[src/rtl/seq_scan_pkg.sv]
// Shared types and helpers for the serial pattern-scan controller.
package seq_scan_pkg;

  localparam int unsigned SAT_W = 32;

  typedef enum logic [1:0] {
    S_IDLE  = 2'd0,
    S_SHIFT = 2'd1,
    S_DONE  = 2'd2
  } state_t;

  // Increment that sticks at max_val instead of wrapping.
  function automatic logic [SAT_W-1:0] sat_inc(input logic [SAT_W-1:0] val,
                                              input logic [SAT_W-1:0] max_val);
    return (val >= max_val) ? val : val + SAT_W'(1);
  endfunction

endpackage

[src/rtl/seq_match_core.sv]
// Bit-serial detector: history shift register, valid-bit counter and
// comparison against the programmed pattern.
module seq_match_core
  import seq_scan_pkg::*;
#(
  parameter int unsigned PLEN = 4
) (
  input  logic            clk,
  input  logic            reset,
  input  logic            clear,
  input  logic            shift_en,
  input  logic            bit_in,
  input  logic [PLEN-1:0] pattern,
  output logic            match_c,
  output logic            match_pulse
);

  localparam int unsigned VCW = $clog2(PLEN + 1);

  logic [PLEN-1:0] r_hist;
  logic [PLEN-1:0] w_hist_next;
  logic [VCW-1:0]  r_vcnt;
  logic [VCW-1:0]  w_vcnt_next;
  logic            r_match_pulse;

  // Match is judged on the post-shift history; valid count saturates at PLEN.
  always_comb begin
    w_hist_next = PLEN'({r_hist, bit_in});
    w_vcnt_next = (r_vcnt == VCW'(PLEN)) ? r_vcnt : r_vcnt + VCW'(1);
    match_c     = shift_en && (w_vcnt_next == VCW'(PLEN)) && (w_hist_next == pattern);
  end

  always_ff @(posedge clk or posedge reset) begin
    if (reset) begin
      r_hist        <= '0;
      r_vcnt        <= '0;
      r_match_pulse <= 1'b0;
    end else if (clear) begin
      r_hist        <= '0;
      r_vcnt        <= '0;
      r_match_pulse <= 1'b0;
    end else begin
      r_match_pulse <= match_c;
      if (shift_en) begin
        r_hist <= w_hist_next;
        r_vcnt <= w_vcnt_next;
      end
    end
  end

  assign match_pulse = r_match_pulse;

endmodule

[src/rtl/seq_scan_ctrl.sv]
// Start/busy/done sequencer feeding a parallel word MSB-first into the
// serial matcher. Optional first-match position: SEQ_SCAN_FIRST_POS_EN.
module seq_scan_ctrl
  import seq_scan_pkg::*;
#(
  parameter int unsigned WIDTH = 8,
  parameter int unsigned PLEN  = 4,
  parameter int unsigned CNTW  = 4
) (
  input  logic                   clk,
  input  logic                   reset,
  input  logic                   start,
  input  logic [WIDTH-1:0]       din,
  input  logic                   cfg_load,
  input  logic [PLEN-1:0]        cfg_pattern,
  output logic                   busy,
  output logic                   done,
  output logic                   match_pulse,
  output logic [CNTW-1:0]        match_cnt
`ifdef SEQ_SCAN_FIRST_POS_EN
  ,
  output logic [$clog2(WIDTH):0] first_pos
`endif
);

  localparam int unsigned BCW = $clog2(WIDTH + 1);
  localparam logic [CNTW-1:0] CNT_MAX = '1;

  state_t          r_state;
  state_t          w_state_next;
  logic            w_idle;
  logic            w_accept;
  logic            w_shift_en;
  logic            w_match;
  logic [WIDTH-1:0] r_shift;
  logic [BCW-1:0]  r_bitcnt;
  logic [PLEN-1:0] r_pattern;
  logic [CNTW-1:0] r_match_cnt;
  logic            r_busy;
  logic            r_done;

  // Next-state decode; the unused encoding behaves as IDLE.
  always_comb begin
    w_state_next = S_IDLE;
    w_idle       = 1'b0;
    w_accept     = 1'b0;
    w_shift_en   = 1'b0;
    case (r_state)
      S_SHIFT: begin
        w_shift_en   = 1'b1;
        w_state_next = (r_bitcnt == BCW'(WIDTH - 1)) ? S_DONE : S_SHIFT;
      end
      S_DONE:  w_state_next = S_IDLE;
      default: begin
        w_idle = 1'b1;
        if (start) begin
          w_accept     = 1'b1;
          w_state_next = S_SHIFT;
        end
      end
    endcase
  end

  always_ff @(posedge clk or posedge reset) begin
    if (reset) r_state <= S_IDLE;
    else       r_state <= w_state_next;
  end

  always_ff @(posedge clk or posedge reset) begin
    if (reset) begin
      r_shift     <= '0;
      r_bitcnt    <= '0;
      r_pattern   <= '0;
      r_match_cnt <= '0;
      r_busy      <= 1'b0;
      r_done      <= 1'b0;
    end else begin
      r_busy <= (w_state_next == S_SHIFT) || (w_state_next == S_DONE);
      r_done <= (w_state_next == S_DONE);
      if (w_idle && cfg_load) r_pattern <= cfg_pattern;
      if (w_accept) begin
        r_shift     <= din;
        r_bitcnt    <= '0;
        r_match_cnt <= '0;
      end else if (w_shift_en) begin
        r_shift  <= r_shift << 1;
        r_bitcnt <= r_bitcnt + BCW'(1);
        if (w_match) r_match_cnt <= CNTW'(sat_inc(SAT_W'(r_match_cnt), SAT_W'(CNT_MAX)));
      end
    end
  end

  seq_match_core #(
    .PLEN (PLEN)
  ) u_core (
    .clk         (clk),
    .reset       (reset),
    .clear       (w_accept),
    .shift_en    (w_shift_en),
    .bit_in      (r_shift[WIDTH-1]),
    .pattern     (r_pattern),
    .match_c     (w_match),
    .match_pulse (match_pulse)
  );

`ifdef SEQ_SCAN_FIRST_POS_EN
  localparam int unsigned FPW = $clog2(WIDTH) + 1;
  logic [FPW-1:0] r_first_pos;

  // Index is >= PLEN >= 2, so zero doubles as "no match yet".
  always_ff @(posedge clk or posedge reset) begin
    if (reset)                                         r_first_pos <= '0;
    else if (w_accept)                                 r_first_pos <= '0;
    else if (w_shift_en && w_match && r_first_pos == '0) r_first_pos <= FPW'(r_bitcnt) + FPW'(1);
  end

  assign first_pos = r_first_pos;
`endif

  assign busy      = r_busy;
  assign done      = r_done;
  assign match_cnt = r_match_cnt;

endmodule
[config.mk]
export PLATFORM = sky130hd
export DESIGN_NAME = seq_scan_ctrl
export DESIGN_NICKNAME = d
export VERILOG_FILES = /design/src/rtl/seq_scan_pkg.sv /design/src/rtl/seq_match_core.sv /design/src/rtl/seq_scan_ctrl.sv
export SDC_FILE = /design/constraint.sdc
export NUM_CORES = 1
export LEC_CHECK = 0
export BUFFER_PORTS_ARGS = -buffer_cell sky130_fd_sc_hd__buf_2
export CORE_MARGIN = 2
export CORE_UTILIZATION = 55
export DETAILED_ROUTE_END_ITERATION = 12
export PLACE_DENSITY = 0.89
export SLEW_MARGIN = 30
export SYNTH_ARGS = -nofsm -noshare
export SYNTH_HDL_FRONTEND = slang
export SYNTH_SLANG_ARGS = --single-unit
[constraint.sdc]
create_clock -name clk -period 2.5 [get_ports clk]
set_clock_uncertainty 0.1 [all_clocks]
set_input_delay 0.5 -clock clk [delete_from_list [all_inputs] [get_ports clk]]
set_output_delay 0.5 -clock clk [all_outputs]
set_load 0.01 [all_outputs]
# Yosys cells after proc, flatten, opt, wreduce, memory -nomap -nowiden
# Index checks and enable logic that the tools add are counted.
# classes
addsub,3
order_cmp,1
eq_ne,9
muxes,21
n_reduce_logical,8
# ops
op,count
$mux 4,6
$mux 8,2
$mux 3,5
$add 4x1->4 const B,2
$eq 3x3->1 const B,2
$mux 1,6
$eq 2x1->1 const B,2
$eq 2x2->1 const B,2
$eq 4x3->1 const B,1
$eq 4x4->1,1
$ge 4x4->1 const B,1
$pmux 2 s2,1
$reduce_bool 2->1,2
$add 3x1->3 const B,1
$logic_and 1x1->1,3
$reduce_and 3->1,1
$mux 2,1
$ne 2x1->1 const B,1
$reduce_or 2->1,1
$logic_or 1x1->1,1
# word_totals
register_bits,31
input_bits,16
out_inout_bits,7
wordCells,52

# Logic depth before layout (Yosys ltp)
# logic_depth
depth_word,8
depth_mapped,8
mapped_depth_nobuf,7

# By module
# Synthesis repeated with hierarchy kept, for this count alone.
# hier_totals
cells_unflattened,135
area_unflattened_um2,1468.9
# modules_own_cells
module,instances,cells_each,area_per_inst_um2,seq_area_each_um2
seq_scan_ctrl,1,96,1066.0,600.6
seq_match_core,1,39,402.9,175.2

# Worst setup path before layout
# No wires, ideal clock.
# synth_timing
kind,flip-flop to flip-flop
startpoint,register u_core.r_vcnt[0]
endpoint,register r_match_cnt[3] (netlist: match_cnt[3])
setup_ns,0.127
arrival_ns,1.697
required_ns,2.273
setup_slack_ns,0.575
path_stages_with_launch,8
path_buffers,0
period_less_slack_ns,1.925
cell_sequence,dfrtp_1 inv_1 ha_1 nand3b_1 o21ai_0 nor4_4 nand4_1 mux2_1
# synth_between
elab_chain_cells,7
word_cells_on_any_way,8
cone_classes,add/sub (1); eq/ne (2); mux (1); reduce/logical (4)
# synth_rtl
element,line,text
start: declaration,seq_match_core.sv:22,logic [VCW-1:0] r_vcnt;
start signal: assignment,seq_match_core.sv:46,r_vcnt <= w_vcnt_next;
$add 3x1->3 / $eq 3x3->1 (equally long branches),seq_match_core.sv:29,w_vcnt_next = (r_vcnt == VCW'(PLEN)) ? r_vcnt : r_vcnt + VCW'(1);
$mux 3 *,seq_match_core.sv:29,
$eq 3x3->1 *,seq_match_core.sv:30,match_c = shift_en && (w_vcnt_next == VCW'(PLEN)) && (w_hist_next == pattern);
$logic_and 1x1->1 * (2 in a row),seq_match_core.sv:30,
$reduce_bool 2->1 (no line) *,--,
$reduce_and 3->1 (no line) *,--,
end signal: assignment,seq_scan_ctrl.sv:88,"if (w_match) r_match_cnt <= CNTW'(sat_inc(SAT_W'(r_match_cnt), SAT_W'(CNT_MAX)));"
end: declaration,seq_scan_ctrl.sv:38,logic [CNTW-1:0] r_match_cnt;
# Mark *: on every way between the ends. The rest lies on a longest branch, timed or not.
# A chain may end at the register's enable or synchronous reset.

# Final worst setup path
# Same ends and word-level chain as after synthesis.

==> impl_metrics.xml <==
<?xml version="1.0" encoding="UTF-8"?>
<metrics>
  <group name="run_status">
    <metric name="outcome" unit="">finished clean</metric>
  </group>
  <group name="floorplanning">
    <metric name="initial_utilization" unit="">0.5626</metric>
    <metric name="placement_rows" unit="">19</metric>
    <metric name="chipWidth" unit="um">56.42</metric>
    <metric name="core_area" unit="sq um">2686</metric>
    <metric name="io_pins" unit="">23</metric>
    <metric name="die_y" unit="um">56.42</metric>
    <metric name="die_footprint" unit="sq um">3183</metric>
  </group>
  <group name="synthesis">
    <metric name="post_synth_xor_area_fraction" unit="">0.06209</metric>
    <metric name="main_combinational_cell_family_by_area_after_synthesis" unit="">simple AND/OR/NAND/NOR gates</metric>
    <metric name="synthDistinctLibCells" unit="">31</metric>
    <metric name="synthAdderAreaFrac" unit="">0.05795</metric>
    <metric name="ys_seq_area_frac" unit="">0.5132</metric>
    <metric name="yosysWarnings" unit="">0</metric>
    <metric name="synthesis.nets" unit="">160</metric>
    <metric name="synth-seq-cells" unit="">31</metric>
    <metric name="synth_simple_gate_area_share" unit="">0.1382</metric>
    <metric name="synthesis.area_per_instance" unit="sq um">11.03</metric>
    <metric name="post_synth_instance_area" unit="sq um">1511</metric>
    <metric name="synth_compound_gate_area_share" unit="">0.06209</metric>
    <metric name="fraction_of_synthesized_area_in_multiplexers" unit="">0.1233</metric>
    <metric name="synth_cells" unit="">137</metric>
  </group>
  <group name="detailed_routing">
    <metric name="drt.antenna.violating_nets" unit="">0</metric>
    <metric name="drt-vias-per-instance" unit="">5.303</metric>
    <metric name="post_drt_wl_per_cell" unit="um">13.47</metric>
    <metric name="routed_wirelength" unit="um">2626</metric>
    <metric name="vias" unit="">1034</metric>
    <metric name="remaining_drcs" unit="">0</metric>
    <metric name="detailedRoute.firstIterationViolations" unit="">20</metric>
    <metric name="drt_pre_antenna_iters" unit="">4</metric>
  </group>
  <group name="power_and_ir_drop">
    <metric name="power_density" unit="nW/um^2">1143</metric>
    <metric name="pwr-share-comb" unit="">0.426</metric>
    <metric name="seqPwrFrac" unit="">0.430</metric>
    <metric name="static-leakage-power" unit="nW">0.8896</metric>
    <metric name="power_frac_clock" unit="">0.144</metric>
    <metric name="irDropWorstVdd" unit="uV">643.8</metric>
    <metric name="cell_internal_pwr" unit="mW">1.188</metric>
    <metric name="power.net_switching" unit="mW">0.7621</metric>
    <metric name="switching_share" unit="">0.3909</metric>
  </group>
  <group name="timing">
    <metric name="fmax" unit="MHz">464.5</metric>
    <metric name="postLayoutSetupSlackWorst" unit="ps">347.1</metric>
    <metric name="finalCriticalPeriod" unit="ps">2153</metric>
    <metric name="timing.final.hold_violations" unit="">0</metric>
    <metric name="report.final.slew_viol_count" unit="">0</metric>
    <metric name="max-slew-margin-rel" unit="">0.6923</metric>
    <metric name="setup_violations" unit="">0</metric>
    <metric name="finalCritPeriodShare" unit="">0.8612</metric>
    <metric name="finalSetupTns" unit="ps">0</metric>
    <metric name="worst_slew_pin_slew" unit="ps">456.7</metric>
    <metric name="rsz0062_at_grt" unit="">no</metric>
  </group>
  <group name="finish">
    <metric name="utilization" unit="">0.6348</metric>
    <metric name="antenna_cells" unit="">0</metric>
    <metric name="fillers" unit="">209</metric>
    <metric name="layout.nets" unit="">186</metric>
    <metric name="syn_to_final_growth" unit="%">12.83</metric>
    <metric name="layoutNonFillerInstCount" unit="">195</metric>
    <metric name="final_layout_size_suffix_gt1_frac" unit="">0.2622</metric>
  </group>
  <group name="clocking">
    <metric name="postCtsResizedCells" unit="">0</metric>
    <metric name="tritoncts_num_sinks" unit="">31</metric>
    <metric name="cts_setup_buffers" unit="">0</metric>
    <metric name="cts_max_path_buffers" unit="">2</metric>
    <metric name="cts-root-buf" unit="">sky130_fd_sc_hd__clkbuf_4</metric>
    <metric name="cts_tree" unit="">built</metric>
    <metric name="cts_buffer_count" unit="">5</metric>
    <metric name="ctsHtreeMaxLevel" unit="">2</metric>
    <metric name="post_cts_hold_buffers" unit="">0</metric>
    <metric name="cts.clk_slew.worst_paths" unit="ps">100</metric>
    <metric name="clock_latency" unit="ps">350</metric>
  </group>
  <group name="setup_path">
    <metric name="timing.setup.critical_path_class" unit="">reg -&gt; reg</metric>
    <metric name="startpoint_types" unit="">flop</metric>
    <metric name="cp-end-kind" unit="">flop</metric>
    <metric name="crit_fanout" unit="">5</metric>
    <metric name="critical_path_required" unit="ps">2620</metric>
    <metric name="cp_data_arrival_time" unit="ps">2270</metric>
  </group>
  <group name="placed_design">
    <metric name="quantity_of_i_o_buffers_inserted_on_ports" unit="">22</metric>
    <metric name="gp_congestion" unit="">0.7955</metric>
    <metric name="place_ws" unit="ps">379.9</metric>
    <metric name="dp_hpwl" unit="um">1945</metric>
    <metric name="placedCellCount" unit="">187</metric>
  </group>
  <group name="grt">
    <metric name="grt_start_max_net_pins" unit="">32</metric>
    <metric name="vias_in_the_first_global_route" unit="">1075</metric>
    <metric name="globalRouteOverflowTotal" unit="">0</metric>
    <metric name="grt_pass1_wl" unit="um">4733</metric>
    <metric name="grt_antenna_before_repair" unit="">0</metric>
    <metric name="grt.total_usage" unit="">0.1998</metric>
  </group>
  <group name="hold_path">
    <metric name="hold_class" unit="">in -&gt; async</metric>
  </group>
  <group name="run">
    <metric name="drv.max_cap_violation_count" unit="">0</metric>
  </group>
</metrics>
-- synthesized netlist by cell type --
| master | n | area (sq um) |
|---|---|---|
| sky130_fd_sc_hd__dfrtp_1 | 31 | 775.7 |
| sky130_fd_sc_hd__nand2_1 | 14 | 52.55 |
| sky130_fd_sc_hd__nor2_1 | 14 | 52.55 |
| sky130_fd_sc_hd__mux2i_1 | 13 | 130.1 |
| sky130_fd_sc_hd__inv_1 | 10 | 37.54 |
| sky130_fd_sc_hd__o21ai_0 | 9 | 45.04 |
| sky130_fd_sc_hd__ha_1 | 7 | 87.58 |
| sky130_fd_sc_hd__xnor2_1 | 5 | 43.79 |
| sky130_fd_sc_hd__clkbuf_1 | 4 | 15.01 |
| sky130_fd_sc_hd__mux2_2 | 4 | 45.04 |
| sky130_fd_sc_hd__a21oi_1 | 2 | 10.01 |
| sky130_fd_sc_hd__nand3b_1 | 2 | 15.01 |
| sky130_fd_sc_hd__nand4_1 | 2 | 12.51 |
| sky130_fd_sc_hd__xnor2_2 | 2 | 32.53 |
| sky130_fd_sc_hd__xor2_1 | 2 | 17.52 |
| sky130_fd_sc_hd__a211oi_1 | 1 | 7.510 |
| sky130_fd_sc_hd__a21boi_1 | 1 | 7.510 |
| sky130_fd_sc_hd__a31o_2 | 1 | 8.760 |
| sky130_fd_sc_hd__and2_1 | 1 | 6.260 |
| sky130_fd_sc_hd__and3b_1 | 1 | 8.760 |
| sky130_fd_sc_hd__buf_2 | 1 | 5.000 |
| sky130_fd_sc_hd__buf_4 | 1 | 7.510 |
| sky130_fd_sc_hd__mux2_1 | 1 | 11.26 |
| sky130_fd_sc_hd__nand2_2 | 1 | 6.260 |
| sky130_fd_sc_hd__nand3_1 | 1 | 5.000 |
| sky130_fd_sc_hd__nand3_2 | 1 | 10.01 |
| sky130_fd_sc_hd__nor2b_1 | 1 | 6.260 |
| sky130_fd_sc_hd__nor4_1 | 1 | 6.260 |
| sky130_fd_sc_hd__nor4_4 | 1 | 21.27 |
| sky130_fd_sc_hd__o2111ai_2 | 1 | 15.01 |
| sky130_fd_sc_hd__or2_2 | 1 | 6.260 |
-- path summary, 6_finish.rpt --
| path | startpoint | to | slack, ps | depth (start not counted) |
|---|---|---|---|---|
| setup / recovery | u_core.r_vcnt[0] | match_cnt[3] | 350 | 7 |
| hold / removal | reset | r_shift[2] | 110 | 3 |
| setup reg to reg | u_core.r_vcnt[0] | match_cnt[3] | 350 | 7 |
| hold reg to reg | r_pattern[3] | r_pattern[3] | 440 | 1 |
| max in group asynchronous | reset | r_shift[6] | 1900 | 3 |
| min in group clk | din[0] | r_shift[0] | 250 | 3 |
-- state kept, by name, summed over array words and instances (netlist names) --
signal              count
r_pattern               4
u_core.r_hist           3
match_cnt               4
busy                    1
done                    1
r_bitcnt                4
u_core.match_pulse      1
r_state                 2
r_shift                 8
u_core.r_vcnt           3
-- power by group through the flow --
stage | registers, mW | logic [mW] | clock network, mW
floorplan | 0.818 | 0.672 | 0
global placement | 0.828 | 0.770 | 0
detailed placement | 0.851 | 0.835 | 0
CTS | 0.838 | 0.843 | 0.293
global route | 0.863 | 0.941 | 0.315
finish | 0.839 | 0.830 | 0.281
-- cell families after synthesis --
kind of cell               after synthesis
and+or+nand+nor                         41
DFF                                     31
muxes                                   18
buffers and inverters                   16
AOI/OAI and AO/OA                       15
xor gates and xnor gates                 9
adders and majority gates                7
-- metal layers --
metal  vias up  track usage  wire (um)
met5         -            0          0
met4         0       0.1122         63
met3         5      0.04839         82
met2        14       0.3173       1352
met1       509       0.2485       1127
li1        506            -          -
-- layout by cell type (no fill, tap or decap), drive strengths merged --
| master | count |
|---|---|
| nor2 | 14 |
| nor4 | 2 |
| nand4 | 2 |
| a211oi | 1 |
| a21boi | 1 |
| nand2 | 15 |
| xor2 | 2 |
| a21oi | 2 |
| o2111ai | 1 |
| clkbuf | 7 |
| nor2b | 1 |
| buf | 25 |
| nand3b | 2 |
| and2 | 1 |
| nand3 | 2 |
| inv | 10 |
| or2 | 1 |
| xnor2 | 7 |
| mux2i | 13 |
| a31o | 1 |
| mux2 | 5 |
| dfrtp | 31 |
| clkinv | 1 |
| and3b | 1 |
| ha | 7 |
| o21ai | 9 |
-- stage by stage --
stage,power [mW],area [sq um],hold WS [ps]
after floorplan,1.491,1511,396.0
after global routing,2.119,1705,155.8
after CTS,1.974,1705,107.6
final,1.950,1705,110.8
after global placement,1.598,1655,413.0
after detailed placement,1.685,1655,420.6
-- critical path, cell delays in order (launching register included) --
cell and delay (ps):
sky130_fd_sc_hd__dfrtp_1 430, sky130_fd_sc_hd__inv_1 120, sky130_fd_sc_hd__ha_1 220, sky130_fd_sc_hd__nand3b_1 120, sky130_fd_sc_hd__o21ai_0 170, sky130_fd_sc_hd__nor4_4 390
sky130_fd_sc_hd__nand4_1 160, sky130_fd_sc_hd__mux2_1 330
-- layout make-up --
cell class                 instances  area [sq um]  area share
timing repair buffer              25         132.6     0.07777
clock inverter                     1         5.005    0.002935
sequential                        31         775.7      0.4549
clock buffer                       7         45.04     0.02641
multi-input combinational         90         670.6      0.3932
inverter                          10         37.54     0.02201
tap                               31         38.79     0.02274
Power figures use the tool's default switching activity.
